### config.mk
export PLATFORM = sky130hd
export DESIGN_NAME = apb_rr_master
export DESIGN_NICKNAME = d
export VERILOG_FILES = /design/src/rtl/apb_rr_master_pkg.sv /design/src/rtl/apb_rr_master_arb.sv /design/src/rtl/apb_rr_master.sv
export SDC_FILE = /design/constraint.sdc
export NUM_CORES = 1
export LEC_CHECK = 0
export BUFFER_PORTS_ARGS = -buffer_cell sky130_fd_sc_hd__buf_2
export CAP_MARGIN = 20
export CORE_MARGIN = 2
export CORE_UTILIZATION = 35
export CTS_BUF_LIST = sky130_fd_sc_hd__clkbuf_2 sky130_fd_sc_hd__clkbuf_4 sky130_fd_sc_hd__clkbuf_8
export CTS_CLUSTER_SIZE = 40
export DETAILED_ROUTE_END_ITERATION = 10
export GPL_TIMING_DRIVEN = 0
export PLACE_DENSITY_LB_ADDON = 0.2
export SYNTH_ARGS = -nofsm -noshare
export SYNTH_HDL_FRONTEND = slang
export SYNTH_SLANG_ARGS = --single-unit
### constraint.sdc
create_clock -name pclk -period 4.5 [get_ports pclk]
set_input_delay 0.675 -clock pclk [delete_from_list [all_inputs] [get_ports pclk]]
set_output_delay 0.675 -clock pclk [all_outputs]
set_load 0.01 [all_outputs]
### src/rtl/apb_rr_master_pkg.sv
// Shared types and width defaults for the round-robin APB master.
package apb_rr_master_pkg;

    localparam int APB_ADDR_WIDTH = 10;
    localparam int APB_DATA_WIDTH = 32;

    typedef enum logic [1:0] {
        IDLE,
        SETUP,
        ACCESS,
        RESP
    } state_t;

endpackage

### src/rtl/apb_rr_master_arb.sv
// Combinational round-robin arbiter: first valid requester at or after last_grant+1.
module apb_rr_arb #(
    parameter int NUM_REQ = 2
) (
    input  logic [NUM_REQ-1:0]         req_valid_i,
    input  logic [$clog2(NUM_REQ)-1:0] last_grant_i,
    output logic [NUM_REQ-1:0]         grant_oh_o,
    output logic [$clog2(NUM_REQ)-1:0] grant_idx_o,
    output logic                       grant_any_o
);

    localparam int IDX_W = $clog2(NUM_REQ);

    always_comb begin
        int               cand;
        logic [IDX_W-1:0] cand_idx;
        // NOTE: every output gets a default before the loop, so no path leaves it unassigned (no latch).
        grant_oh_o  = '0;
        grant_idx_o = '0;
        grant_any_o = 1'b0;
        cand        = 0;
        cand_idx    = '0;
        for (int k = 1; k <= NUM_REQ; k++) begin
            cand     = (int'(last_grant_i) + k) % NUM_REQ;
            cand_idx = IDX_W'(cand);
            if (!grant_any_o && req_valid_i[cand_idx]) begin
                grant_any_o          = 1'b1;
                grant_idx_o          = cand_idx;
                grant_oh_o[cand_idx] = 1'b1;
            end
        end
    end

endmodule

### src/rtl/apb_rr_master.sv
// Round-robin APB master: arbitrates NUM_REQ requesters onto one APB slave,
// one SETUP/ACCESS transfer at a time, with an ACCESS timeout abort.
module apb_rr_master
    import apb_rr_master_pkg::*;
#(
    parameter int ADDR_WIDTH     = APB_ADDR_WIDTH,
    parameter int DATA_WIDTH     = APB_DATA_WIDTH,
    parameter int NUM_REQ        = 2,
    parameter int TIMEOUT_CYCLES = 16
) (
    input  logic                          pclk,
    input  logic                          PRESETn,
    input  logic [NUM_REQ-1:0]            req_valid,
    input  logic [NUM_REQ-1:0]            req_write,
    input  logic [NUM_REQ*ADDR_WIDTH-1:0] req_addr,
    input  logic [NUM_REQ*DATA_WIDTH-1:0] req_wdata,
    output logic [NUM_REQ-1:0]            req_ready,
    output logic [NUM_REQ-1:0]            rsp_valid,
    output logic [DATA_WIDTH-1:0]         rsp_rdata,
    output logic                          rsp_err,
    output logic [ADDR_WIDTH-1:0]         paddr,
    output logic                          pwrite,
    output logic                          psel,
    output logic                          penable,
    output logic [DATA_WIDTH-1:0]         pwdata,
    input  logic [DATA_WIDTH-1:0]         prdata,
    input  logic                          pready
);

    localparam int IDX_W = $clog2(NUM_REQ);
    localparam int CNT_W = $clog2(TIMEOUT_CYCLES);
    localparam logic [CNT_W-1:0] CNT_LAST = CNT_W'(TIMEOUT_CYCLES - 1);
    localparam logic [IDX_W-1:0] IDX_LAST = IDX_W'(NUM_REQ - 1);

    state_t                  state_q;
    logic [IDX_W-1:0]        gnt_q;
    logic [IDX_W-1:0]        last_grant_q;
    logic [CNT_W-1:0]        cnt_q;
    logic [ADDR_WIDTH-1:0]   paddr_q;
    logic                    pwrite_q;
    logic [DATA_WIDTH-1:0]   pwdata_q;
    logic                    psel_q;
    logic                    penable_q;
    logic [NUM_REQ-1:0]      rsp_valid_q;
    logic [DATA_WIDTH-1:0]   rsp_rdata_q;
    logic                    rsp_err_q;

    logic [NUM_REQ-1:0]      grant_oh;
    logic [IDX_W-1:0]        grant_idx;
    logic                    grant_any;
    logic [ADDR_WIDTH-1:0]   sel_addr;
    logic [DATA_WIDTH-1:0]   sel_wdata;
    logic                    sel_write;
    logic [NUM_REQ-1:0]      gnt_oh;

    apb_rr_arb #(.NUM_REQ(NUM_REQ)) u_arb (
        .req_valid_i  (req_valid),
        .last_grant_i (last_grant_q),
        .grant_oh_o   (grant_oh),
        .grant_idx_o  (grant_idx),
        .grant_any_o  (grant_any)
    );

    assign sel_addr  = req_addr[grant_idx*ADDR_WIDTH +: ADDR_WIDTH];
    assign sel_wdata = req_wdata[grant_idx*DATA_WIDTH +: DATA_WIDTH];
    assign sel_write = req_write[grant_idx];
    assign gnt_oh    = NUM_REQ'(1) << gnt_q;

    // Acceptance is the same-cycle valid/ready handshake in IDLE; masked while in reset.
    assign req_ready = (PRESETn && state_q == IDLE) ? grant_oh : '0;

    always_ff @(posedge pclk or negedge PRESETn) begin
        if (!PRESETn) begin
            state_q      <= IDLE;
            gnt_q        <= '0;
            last_grant_q <= IDX_LAST;
            cnt_q        <= '0;
            paddr_q      <= '0;
            pwrite_q     <= 1'b0;
            pwdata_q     <= '0;
            psel_q       <= 1'b0;
            penable_q    <= 1'b0;
            rsp_valid_q  <= '0;
            rsp_rdata_q  <= '0;
            rsp_err_q    <= 1'b0;
        end else begin
            // NOTE: non-blocking assignments so every register samples pre-edge values.
            case (state_q)
                IDLE: begin
                    if (grant_any) begin
                        gnt_q        <= grant_idx;
                        last_grant_q <= grant_idx;
                        paddr_q      <= sel_addr;
                        pwrite_q     <= sel_write;
                        pwdata_q     <= sel_write ? sel_wdata : '0;
                        psel_q       <= 1'b1;
                        state_q      <= SETUP;
                    end
                end
                SETUP: begin
                    penable_q <= 1'b1;
                    state_q   <= ACCESS;
                end
                ACCESS: begin
                    if (pready) begin
                        psel_q      <= 1'b0;
                        penable_q   <= 1'b0;
                        rsp_valid_q <= gnt_oh;
                        rsp_rdata_q <= pwrite_q ? '0 : prdata;
                        rsp_err_q   <= 1'b0;
                        state_q     <= RESP;
                    end else if (cnt_q == CNT_LAST) begin
                        psel_q      <= 1'b0;
                        penable_q   <= 1'b0;
                        rsp_valid_q <= gnt_oh;
                        rsp_rdata_q <= '0;
                        rsp_err_q   <= 1'b1;
                        state_q     <= RESP;
                    end else begin
                        cnt_q <= cnt_q + 1'b1;
                    end
                end
                RESP: begin
                    rsp_valid_q <= '0;
                    rsp_rdata_q <= '0;
                    rsp_err_q   <= 1'b0;
                    cnt_q       <= '0;
                    state_q     <= IDLE;
                end
                default: state_q <= IDLE;
            endcase
        end
    end

    assign paddr     = paddr_q;
    assign pwrite    = pwrite_q;
    assign pwdata    = pwdata_q;
    assign psel      = psel_q;
    assign penable   = penable_q;
    assign rsp_valid = rsp_valid_q;
    assign rsp_rdata = rsp_rdata_q;
    assign rsp_err   = rsp_err_q;

endmodule

==> run summary <==
reg2reg start -> state_q[0]
CTS Buf Count -> 9
clk slew on worst S/H paths -> 90 ps
number of synthesized register bits -> 88
RePlAce Congestion -> 0.770
dpl ws -> 2130 ps
non-filler instance count after layout -> 764
RSZ-0062 raised after global routing -> false
crit path DAT -> 1660 ps
commonest non-fill, non-tap cell in the layout -> buf_2
Crit path max-delay family -> buffers and inverters
# Post-CTS Setup Buffers -> 0
Routed WL -> 10700 um
data required time of the worst path -> 3830 ps
clk buf depth -> 2
Comb power frac -> 46.9%
# placed instances -> 750
TritonCTS clock tree -> yes
post-route antenna net violation count -> 0
Top Ports -> 205
port buffer count -> 204
core box area -> 12000 sq um
slowest stage cell, crit path -> buf_6
Clk Latency, worst-skew pair -> 350 ps
Max-slew headroom -> 63.5%
htree depth -> 3
routed len/inst -> 14.0 um
final worst-path setup slack -> 2160 ps
Max VDD drop -> 0.191 mV
Total Routing Usage GR -> 16.7%
Initial DRT Pass Iterations -> 4
Final Slew Violations -> 0
root buf cell -> clkbuf_8
Initial DRC Count -> 119
Least-Margin Pin Slew -> 548 ps
Critical Path Source -> req_valid[1]
worst setup path class -> in2out
P per Cell Area -> 602 nW/um^2
hold slack final -> 215 ps
dpl hpwl -> 8230 um
Sw Pwr -> 1.33 mW
Mapped Area -> 4270 sq um
Ant. Diodes -> 0
Syn Nets -> 526
worst hold path type -> in2async
Final setup viols -> 0
slowest stage delay, CP -> 200 ps
commonest cells after routing, fill and taps aside -> buf_2, dfrtp_1, nand2_1
sequential area share after synthesis -> 51.7%
Mean Syn Cell Area -> 10.7 sq um
largest net degree at the start of global routing -> 69
static leakage -> 3.06 nW
PostCTS Resize Cnt -> 0
final hold vios -> 0
Int Pwr -> 2.10 mW
Netlist cell types -> 36
CP startpoint kind -> input port
setup TNS -> 0 ps
sequential share of power -> 37.4%
Filler Cell Count -> 1155
total grt overflow -> 0
Final period util -> 51.9%
share of layout cells above drive strength 1 -> 40.8%
Max Cap Viol -> 0
crit-path max FO -> 10
final-stage net count -> 742
crit-path cells -> buf_2 > a21boi_2 > buf_6 > buf_6 > and3_1 > buf_2
switching share of power -> 38.8%
outcome -> complete, no violations
fmax -> 0.428 GHz
P&R area growth vs syn -> 33.4%
number of global-route vias before repair -> 3538
endpoint class of the critical path -> primary output
Die Y -> 114 um
# rows -> 40
Synth Instances -> 398
antenna violations before repair -> 0
vias post-DR -> 3511
Initial Util -> 35.7%
Final Skew -> 11.7 ps
via/cell ratio -> 4.60
YS warnings -> 0
cts hold-fix bufs -> 0
DIE AREA -> 13100 sq um
Clock power frac -> 15.7%
Die W -> 114 um
Sinks on Clock Net -> 88
min Tclk post-route -> 2340 ps
WP buf/inv -> 4
wire length of the first global-routing pass -> 17300 um
drt drc -> 0
==> kinds of logic after synthesis <==
| group | synth area share [%] |
|---|---|
| AND/OR/NAND/NOR | 10.8 |
| AO/OA/AOI/OAI | 10.0 |
| adder cells (fa/ha/maj) | 1.47 |
| flip-flops | 51.7 |
| buffers and inverters | 7.42 |
| multiplexers | 18.6 |
==> final cells by class <==
class / count / area, sq um / area share [%]
Inverter: 38 / 143 / 2.51
Sequential cell: 88 / 2200 / 38.7
Timing Repair Buffer: 205 / 1050 / 18.5
Clock inverter: 3 / 43.8 / 0.770
Multi-Input combinational cell: 251 / 1750 / 30.7
Tap cell: 147 / 184 / 3.23
Buffer: 21 / 174 / 3.06
Clock buffer: 11 / 145 / 2.55
==> final timing paths <==
| kind | end | slack (ps) | cells past startpoint |
|---|---|---|---|
| min reg2reg | pwdata[28] | 470 | 2 |
| max | req_ready[1] | 2160 | 6 |
| max in group asynchronous | paddr[4] | 3660 | 2 |
| max reg2reg | rsp_rdata[24] | 2670 | 6 |
| min | rsp_err | 210 | 1 |
| min in group pclk | pwdata[28] | 470 | 2 |
==> synthesized netlist by cell type <==
master	instances	area (sq um)
nor3_1	2	10.0
nor2_1	4	15.0
clkbuf_1	6	22.5
o21ai_0	39	195
nand3_2	1	10.0
o21ai_2	10	87.6
o221ai_1	2	17.5
mux2_2	1	11.3
nand2_1	77	289
mux2i_1	76	761
ha_1	5	62.6
dfrtp_1	87	2180
or4_1	1	7.51
inv_1	38	143
nor2b_1	1	6.26
a32oi_4	1	27.5
nor2b_4	1	13.8
a22o_1	3	26.3
buf_2	1	5.00
o22a_1	1	8.76
mux2_1	2	22.5
nand2b_1	4	25.0
nor3b_1	1	7.51
a21boi_2	1	11.3
a21oi_4	1	16.3
buf_6	11	124
nor3b_2	1	12.5
o22ai_1	1	6.26
and4_1	2	17.5
nand4b_1	1	8.76
a21oi_1	5	25.0
and3_1	2	12.5
buf_4	3	22.5
and2_1	4	25.0
dfstp_2	1	26.3
a31oi_1	1	6.26
==> metal layers <==
metal | GRT usage (%) | wire [um]
met1 | 21.6 | 4880
met2 | 27.1 | 4790
met3 | 4.18 | 831
met4 | 6.42 | 173
met5 | 0 | 0
==> power groups by stage <==
stage	logic, mW	clock network [mW]	registers [mW]
global route	1.79	0.599	1.33
floorplan	0.905	0	1.42
CTS	1.64	0.562	1.28
finish	1.61	0.537	1.28
global placement	1.60	0	1.28
detailed placement	1.64	0	1.29
==> registers in the layout (all words and copies together) (netlist names), 2 cells and up <==
name / cells
rsp_valid: 2
paddr: 10
cnt_q: 4
pwdata: 32
state_q: 2
rsp_rdata: 32
==> stage by stage <==
step	cell area, sq um	total power [mW]	utilization [%]
after global placement	5470	2.88	45.7
final	5690	3.43	47.6
after floorplan	4270	2.33	-
after global routing	5690	3.72	47.6
after CTS	5690	3.48	47.6
after detailed placement	5500	2.94	46.0
No activity file was read; power rests on OpenSTA's default activity.
